$ cat config.mk
export PLATFORM = sky130hd
export DESIGN_NAME = lsu_width_align
export DESIGN_NICKNAME = d
export VERILOG_FILES = /design/src/rtl/lsu_pkg.sv /design/src/rtl/lsu_extend.sv /design/src/rtl/lsu_width_align.sv
export SDC_FILE = /design/constraint.sdc
export NUM_CORES = 1
export LEC_CHECK = 0
export BUFFER_PORTS_ARGS = -buffer_cell sky130_fd_sc_hd__buf_2
export CORE_MARGIN = 2
export CORE_UTILIZATION = 51
export CTS_BUF_LIST = sky130_fd_sc_hd__clkbuf_16
export CTS_CLUSTER_DIAMETER = 40
export DETAILED_ROUTE_END_ITERATION = 8
export PLACE_DENSITY = 0.8
export SYNTH_ARGS = -nofsm -noshare
export SYNTH_HDL_FRONTEND = slang
export SYNTH_SLANG_ARGS = --single-unit
export TNS_END_PERCENT = 100
$ cat constraint.sdc
create_clock -name clk -period 2.3 [get_ports clk]
set_clock_uncertainty 0.2 [all_clocks]
set_input_delay 0.46 -clock clk [delete_from_list [all_inputs] [get_ports clk]]
set_output_delay 0.46 -clock clk [all_outputs]
set_load 0.05 [all_outputs]
$ cat src/rtl/lsu_pkg.sv
// Shared definitions for the load/store width and alignment unit:
// funct3 encodings, FSM state encoding and the access-size decoder.
package lsu_pkg;

    localparam logic [2:0] F3_B  = 3'b000;
    localparam logic [2:0] F3_H  = 3'b001;
    localparam logic [2:0] F3_W  = 3'b010;
    localparam logic [2:0] F3_D  = 3'b011;
    localparam logic [2:0] F3_BU = 3'b100;
    localparam logic [2:0] F3_HU = 3'b101;
    localparam logic [2:0] F3_WU = 3'b110;

    typedef enum logic [1:0] {
        ST_IDLE  = 2'd0,
        ST_BEAT0 = 2'd1,
        ST_BEAT1 = 2'd2,
        ST_RESP  = 2'd3
    } state_e;

    typedef struct packed {
        logic       legal;
        logic [3:0] bytes;
        logic       is_signed;
    } size_info_t;

    // Decode funct3 into access size and signedness. Stores only have the
    // signed encodings; D and WU exist only on a 64-bit datapath.
    function automatic size_info_t size_decode(input logic [2:0] funct3,
                                               input logic       we,
                                               input int         xlen);
        size_info_t info;
        info = '{legal: 1'b0, bytes: 4'd0, is_signed: 1'b0};
        case (funct3)
            F3_B:  info = '{legal: 1'b1, bytes: 4'd1, is_signed: 1'b1};
            F3_H:  info = '{legal: 1'b1, bytes: 4'd2, is_signed: 1'b1};
            F3_W:  info = '{legal: 1'b1, bytes: 4'd4, is_signed: 1'b1};
            F3_D:  if (xlen == 64) info = '{legal: 1'b1, bytes: 4'd8, is_signed: 1'b1};
            F3_BU: if (!we) info = '{legal: 1'b1, bytes: 4'd1, is_signed: 1'b0};
            F3_HU: if (!we) info = '{legal: 1'b1, bytes: 4'd2, is_signed: 1'b0};
            F3_WU: if (!we && xlen == 64) info = '{legal: 1'b1, bytes: 4'd4, is_signed: 1'b0};
            default: ;
        endcase
        return info;
    endfunction

endpackage

$ cat src/rtl/lsu_extend.sv
// Load extension: keeps the low i_bytes bytes of an LSB-justified word and
// fills the upper bytes with the loaded sign bit or with zeros.
module lsu_extend #(
    parameter int XLEN = 32
) (
    input  logic [XLEN-1:0] i_data,
    input  logic [3:0]      i_bytes,
    input  logic            i_is_signed,
    output logic [XLEN-1:0] o_data
);
    localparam int NB = XLEN / 8;

    logic w_sign;

    // Sign bit is the MSB of the highest byte actually loaded
    always_comb begin
        // NOTE: every signal written in a combinational block gets a default
        // first, so no path can leave it unassigned and infer a latch.
        w_sign = 1'b0;
        for (int i = 0; i < NB; i++) begin
            if (int'(i_bytes) == i + 1) w_sign = i_data[8*i+7];
        end
    end

    // Pass loaded bytes through, replicate the fill byte above them
    always_comb begin
        o_data = '0;
        for (int i = 0; i < NB; i++) begin
            if (i < int'(i_bytes)) o_data[8*i +: 8] = i_data[8*i +: 8];
            else                   o_data[8*i +: 8] = {8{i_is_signed & w_sign}};
        end
    end

endmodule

$ cat src/rtl/lsu_width_align.sv
// MEM-stage load/store width and alignment unit. Generates lane byte-enables
// and shifted store data, splits word-crossing accesses into two memory
// beats, and assembles/extends load data into a one-cycle response.
module lsu_width_align
    import lsu_pkg::*;
#(
    parameter int XLEN             = 32,
    parameter int ADDR_W           = 32,
    parameter bit ALLOW_MISALIGNED = 1'b1
) (
    input  logic              clk,
    input  logic              rst_n,
    input  logic              req_valid,
    output logic              req_ready,
    input  logic              req_we,
    input  logic [2:0]        req_funct3,
    input  logic [ADDR_W-1:0] req_addr,
    input  logic [XLEN-1:0]   req_wdata,
    output logic              rsp_valid,
    output logic [XLEN-1:0]   rsp_rdata,
    output logic              rsp_err,
    output logic              mem_req,
    output logic              mem_we,
    output logic [ADDR_W-1:0] mem_addr,
    output logic [XLEN/8-1:0] mem_be,
    output logic [XLEN-1:0]   mem_wdata,
    input  logic              mem_ack,
    input  logic [XLEN-1:0]   mem_rdata
);
    localparam int NB    = XLEN / 8;
    localparam int OFS_W = $clog2(NB);

    state_e             r_state;
    logic               r_we;
    logic               r_signed;
    logic               r_cross;
    logic [OFS_W-1:0]   r_ofs;
    logic [3:0]         r_bytes;
    logic [ADDR_W-1:0]  r_addr1;
    logic [NB-1:0]      r_be1;
    logic [XLEN-1:0]    r_wd1;
    logic [XLEN-1:0]    r_beat0;

    logic               r_mem_req;
    logic               r_mem_we;
    logic [ADDR_W-1:0]  r_mem_addr;
    logic [NB-1:0]      r_mem_be;
    logic [XLEN-1:0]    r_mem_wdata;
    logic               r_rsp_valid;
    logic               r_rsp_err;
    logic [XLEN-1:0]    r_rsp_rdata;

    size_info_t         w_info;
    logic [OFS_W-1:0]   w_ofs;
    logic [ADDR_W-1:0]  w_base;
    logic [4:0]         w_span;
    logic               w_cross;
    logic               w_reject;
    logic [2*NB-1:0]    w_mask;
    logic [2*NB-1:0]    w_be_pair;
    logic [2*XLEN-1:0]  w_wd_pair;
    logic [2*XLEN-1:0]  w_rd_pair;
    logic [XLEN-1:0]    w_rd_aligned;
    logic [XLEN-1:0]    w_rd_ext;
    logic               w_last_ack;

    // Request decode: size, lane offset, base address and word crossing
    assign w_info   = size_decode(req_funct3, req_we, XLEN);
    assign w_ofs    = req_addr[OFS_W-1:0];
    assign w_base   = {req_addr[ADDR_W-1:OFS_W], {OFS_W{1'b0}}};
    assign w_span   = 5'(w_ofs) + 5'(w_info.bytes);
    assign w_cross  = w_span > 5'(NB);
    assign w_reject = !w_info.legal || (w_cross && !ALLOW_MISALIGNED);

    // Size mask of the access, one bit per byte
    always_comb begin
        w_mask = '0;
        for (int i = 0; i < NB; i++) begin
            if (i < int'(w_info.bytes)) w_mask[i] = 1'b1;
        end
    end

    // Byte enables and store data laid across two consecutive lane words:
    // the low half feeds beat 0, the high half spills into beat 1.
    assign w_be_pair = w_mask << w_ofs;
    assign w_wd_pair = {{XLEN{1'b0}}, req_wdata} << {w_ofs, 3'b000};

    // Load merge: beat 1 bytes sit above beat 0 bytes, then shift down by ofs
    assign w_rd_pair    = (r_state == ST_BEAT1) ? {mem_rdata, r_beat0}
                                                : {{XLEN{1'b0}}, mem_rdata};
    assign w_rd_aligned = XLEN'(w_rd_pair >> {r_ofs, 3'b000});

    lsu_extend #(.XLEN(XLEN)) u_extend (
        .i_data      (w_rd_aligned),
        .i_bytes     (r_bytes),
        .i_is_signed (r_signed),
        .o_data      (w_rd_ext)
    );

    assign w_last_ack = mem_ack && ((r_state == ST_BEAT0 && !r_cross) || r_state == ST_BEAT1);

    // Transaction FSM with registered memory-port and response outputs
    always_ff @(posedge clk or negedge rst_n) begin
        if (!rst_n) begin
            r_state     <= ST_IDLE;
            r_we        <= 1'b0;
            r_signed    <= 1'b0;
            r_cross     <= 1'b0;
            r_ofs       <= '0;
            r_bytes     <= '0;
            r_addr1     <= '0;
            r_be1       <= '0;
            r_wd1       <= '0;
            r_beat0     <= '0;
            r_mem_req   <= 1'b0;
            r_mem_we    <= 1'b0;
            r_mem_addr  <= '0;
            r_mem_be    <= '0;
            r_mem_wdata <= '0;
            r_rsp_valid <= 1'b0;
            r_rsp_err   <= 1'b0;
            r_rsp_rdata <= '0;
        end else begin
            // NOTE: sequential state uses non-blocking assignments so every
            // flop samples pre-edge values regardless of statement order.
            r_rsp_valid <= 1'b0;
            case (r_state)
                ST_IDLE: begin
                    if (req_valid && req_ready) begin
                        r_we     <= req_we;
                        r_signed <= w_info.is_signed;
                        r_cross  <= w_cross;
                        r_ofs    <= w_ofs;
                        r_bytes  <= w_info.bytes;
                        r_addr1  <= w_base + ADDR_W'(NB);
                        r_be1    <= w_be_pair[2*NB-1:NB];
                        r_wd1    <= w_wd_pair[2*XLEN-1:XLEN];
                        if (w_reject) begin
                            r_state     <= ST_RESP;
                            r_rsp_valid <= 1'b1;
                            r_rsp_err   <= 1'b1;
                            r_rsp_rdata <= '0;
                        end else begin
                            r_state     <= ST_BEAT0;
                            r_mem_req   <= 1'b1;
                            r_mem_we    <= req_we;
                            r_mem_addr  <= w_base;
                            r_mem_be    <= w_be_pair[NB-1:0];
                            r_mem_wdata <= w_wd_pair[XLEN-1:0];
                        end
                    end
                end
                ST_BEAT0, ST_BEAT1: begin
                    if (w_last_ack) begin
                        r_state     <= ST_RESP;
                        r_mem_req   <= 1'b0;
                        r_rsp_valid <= 1'b1;
                        r_rsp_err   <= 1'b0;
                        r_rsp_rdata <= r_we ? '0 : w_rd_ext;
                    end else if (mem_ack) begin
                        // First half of a crossing access: keep its data, move to the next word
                        r_state     <= ST_BEAT1;
                        r_beat0     <= mem_rdata;
                        r_mem_addr  <= r_addr1;
                        r_mem_be    <= r_be1;
                        r_mem_wdata <= r_wd1;
                    end
                end
                ST_RESP: begin
                    r_state   <= ST_IDLE;
                    r_rsp_err <= 1'b0;
                end
                default: r_state <= ST_IDLE;
            endcase
        end
    end

    assign req_ready = (r_state == ST_IDLE) && rst_n;
    assign rsp_valid = r_rsp_valid;
    assign rsp_err   = r_rsp_err;
    assign rsp_rdata = r_rsp_rdata;
    assign mem_req   = r_mem_req;
    assign mem_we    = r_mem_we;
    assign mem_addr  = r_mem_addr;
    assign mem_be    = r_mem_be;
    assign mem_wdata = r_mem_wdata;

endmodule

==> results.json <==
{
  "status": "finished, violations left",
  "violations": "negative setup slack",
  "gr-usage-all-layers_pct": 27.55,
  "yosys_most_used_dff": "dfrtp_1",
  "synthArstFlopShare_pct": 100.0,
  "grt_pass1_wl_mm": 49.39,
  "wl_mm": 32.94,
  "syn_avg_cell_area_um2": 9.810,
  "worst_slack_ps": -81.07,
  "clkLatencyLatePin_ps": 510,
  "final_common_cell": "nand2_1",
  "antenna_cells": 0,
  "wl_per_cell_um": 19.87,
  "worstSetupEndpointType": "register",
  "min_period_over_period_pct": 103.5,
  "cts_tree": "done",
  "start_util_pct": 51.70,
  "grt_max_degree": 141,
  "route.vias.total": 9843,
  "via_per_inst": 5.937,
  "cp_max_fo": 10,
  "hold_viol_final": 0,
  "grt_pass1_vias": 9590,
  "cp.required_ps": 2490,
  "power_mw": 24.75,
  "die_h_um": 149.5,
  "worst_slew_pin_slew_ps": 833.2,
  "finalSetupViolations": 35,
  "ant_nets": 0,
  "port_buffers": 206,
  "combPwrFrac_pct": 53.1,
  "cts_root_buffer": "clkbuf_16",
  "numCtsBuffers": 34,
  "fp.coreArea_um2": 20890,
  "setup_tns_ps": -649.8,
  "power.density_nw_per_um2": 1720,
  "final_cell_mix": "nand2_1, buf_2, dfrtp_1",
  "p_sw_mw": 11.10,
  "cts.sinks": 201,
  "synth.distinct_cells": 62,
  "cp_data_arrival_time_ps": 2570,
  "remaining_drc_errors": 0,
  "synth_edf_count": 0,
  "rsz0062_at_grt": "yes",
  "num_rows": 53,
  "drtIter0Drc": 771,
  "drv_slew": 0,
  "p_sw_share_pct": 44.86,
  "synthCells": 1101,
  "cap_violations": 0,
  "drive_above_1_share_pct": 34.78,
  "synth-seq-area-share_pct": 46.57,
  "synthesis.yosys.warnings": 0,
  "clockBufferDepth": 3,
  "p_int_mw": 13.64,
  "routabilityCongestion": 0.8399,
  "p_leak_nw": 6.952,
  "startpoint_type": "register",
  "cts_max_level": 2,
  "worstSetupPathType": "register to register",
  "ys_ff_latch": 201,
  "holdWs_ps": 6.600,
  "ir_drop_mv": 0.9592,
  "hp-class": "input pin to register",
  "ioPinCount": 209,
  "area_growth_pct": 33.23,
  "post-route-min-period_ps": 2381,
  "drtPass1Iterations": 7,
  "grt_antenna_before_repair": 0,
  "dp_hpwl_mm": 20.18,
  "dieArea_um2": 22360,
  "syn-cell-area_um2": 10800,
  "num-nets-final": 1470,
  "timing.fmax_mhz": 420.0,
  "max_slew_margin_pct": 44.45,
  "grt_overflow": 0,
  "path_clk_slew_ps": 60,
  "die_width_um": 149.5,
  "seqPwrFrac_pct": 24.9,
  "clock_power_share_pct": 22.1
}
-- power by group through the flow --
stage | Sequential, mW | Clock [mW] | Combinational [mW]
global placement | 6.05 | 0 | 11.1
CTS | 6.09 | 5.49 | 11.9
floorplan | 8.14 | 0 | 5.99
finish | 6.16 | 5.46 | 13.1
detailed placement | 6.09 | 0 | 11.4
global route | 6.31 | 5.67 | 14.0
-- worst paths after layout --
check / to / start / slack [ps] / cells after the start
worst max-delay path: rsp_rdata[5]$_DFFE_PN0P_ / r_state[0]$_DFFE_PN0P_ / -80 / 8
worst min-delay path: r_wd1[21]$_DFFE_PN0P_ / req_wdata[29] / 7 / 3
worst max register to register: rsp_rdata[5]$_DFFE_PN0P_ / r_state[0]$_DFFE_PN0P_ / -80 / 8
worst min register to register: r_wd1[21]$_DFFE_PN0P_ / r_wd1[21]$_DFFE_PN0P_ / 270 / 2
max in group asynchronous: r_addr1[17]$_DFFE_PN0P_ / rst_n / 740 / 3
min in group asynchronous: r_beat0[30]$_DFFE_PN0P_ / rst_n / 500 / 3
-- worst max-delay path, stage by stage (launching register included) --
cell     delay, ps
dfrtp_1        390
inv_2          130
ha_4           190
buf_8          160
buf_12         140
mux2_2         390
mux2i_4        260
o21ai_0        140
a32o_1         270
-- synthesized netlist by cell type (7+ instances only) --
cell / instances / area, um^2
nand2_1: 226 / 848.3
dfrtp_1: 201 / 5030
o21ai_0: 113 / 565.5
mux2i_1: 76 / 760.7
mux2_2: 59 / 664.4
clkbuf_1: 50 / 187.7
nor2_1: 33 / 123.9
nand3_1: 31 / 155.2
a22oi_1: 29 / 217.7
xor2_1: 22 / 192.7
a21oi_1: 20 / 100.1
buf_2: 16 / 80.08
and2_1: 14 / 87.58
nand4_1: 14 / 87.58
nand2b_1: 12 / 75.07
o31ai_1: 12 / 90.09
nor2b_1: 11 / 68.82
o22ai_1: 11 / 68.82
inv_1: 10 / 37.54
buf_4: 9 / 67.56
o211ai_1: 9 / 67.56
o221ai_1: 9 / 78.83
a2bb2oi_1: 8 / 70.07
a32o_1: 8 / 80.08
a32oi_1: 8 / 70.07
ha_1: 8 / 100.1
mux2_1: 7 / 78.83
or3b_2: 7 / 61.31
xnor2_1: 7 / 61.31
-- sequential cells by signal, summed over array words and instances, names as in the netlist --
signal	count
r_signed	1
r_addr1	30
r_ofs	2
mem_be	4
r_we	1
rsp_err	1
mem_req	1
r_bytes	3
mem_wdata	32
rsp_valid	1
mem_we	1
mem_addr	30
rsp_rdata	32
r_wd1	24
r_be1	3
r_state	2
r_cross	1
r_beat0	32
-- metrics by stage --
| step | setup WS, ps | instance area, um^2 | util, % | std cells |
|---|---|---|---|---|
| floorplan | 7.583 | 10820 | - | 1102 |
| global placement | -29.25 | 12530 | 59.98 | 1574 |
| detailed placement | -90.31 | 12530 | 59.98 | 1574 |
| CTS | -52.10 | 13970 | 66.88 | 1646 |
| global route | -131.7 | 14390 | 68.88 | 1658 |
| finish | -81.07 | 14390 | 68.88 | 1658 |
-- per-layer routing --
| metal | up-vias | wire length, um | GRT usage [%] |
|---|---|---|---|
| li1 | 4435 | - | - |
| met1 | 4840 | 13090 | 35.89 |
| met2 | 471 | 16040 | 44.38 |
| met3 | 97 | 2660 | 6.616 |
| met4 | 0 | 1149 | 11.05 |
| met5 | - | 0 | 0 |
-- area by class of cell --
| class | instances | area [um^2] |
|---|---|---|
| multi-input combinational | 809 | 5722 |
| fill | 1473 | 6500 |
| clock inverter | 27 | 347.8 |
| clock buffer | 35 | 875.8 |
| inverter | 11 | 41.29 |
| sequential | 201 | 5032 |
| tap | 275 | 344.1 |
| timing repair buffer | 300 | 2026 |
-- what timing repair did --
action                                  4_1_cts  5_1_grt
gates resized for setup                      31       77
hold buffers                                  3        0
hold endpoints to repair                      4        0
gates cloned                                  1        2
endpoints found under the setup margin       69      105
pin swaps                                     7       25
buffers inserted                              6       11
-- cells by family (layout without fill, tap and decap cells) --
family                   count (synthesis)  in the layout  share of synthesized area (%)
multiplexers                           142            142                          13.93
buffers and inverters                   92            373                          3.835
AND/OR/NAND/NOR                        370            370                          15.50
AO/OA/AOI/OAI                          257            257                          16.67
other                                    1              2                        0.03472
adder cells (fa/ha/maj)                  9              9                          1.112
flip-flops                             201            201                          46.57
XOR/XNOR                                29             29                          2.352
Note: power is estimated with default switching activity, not from simulation.
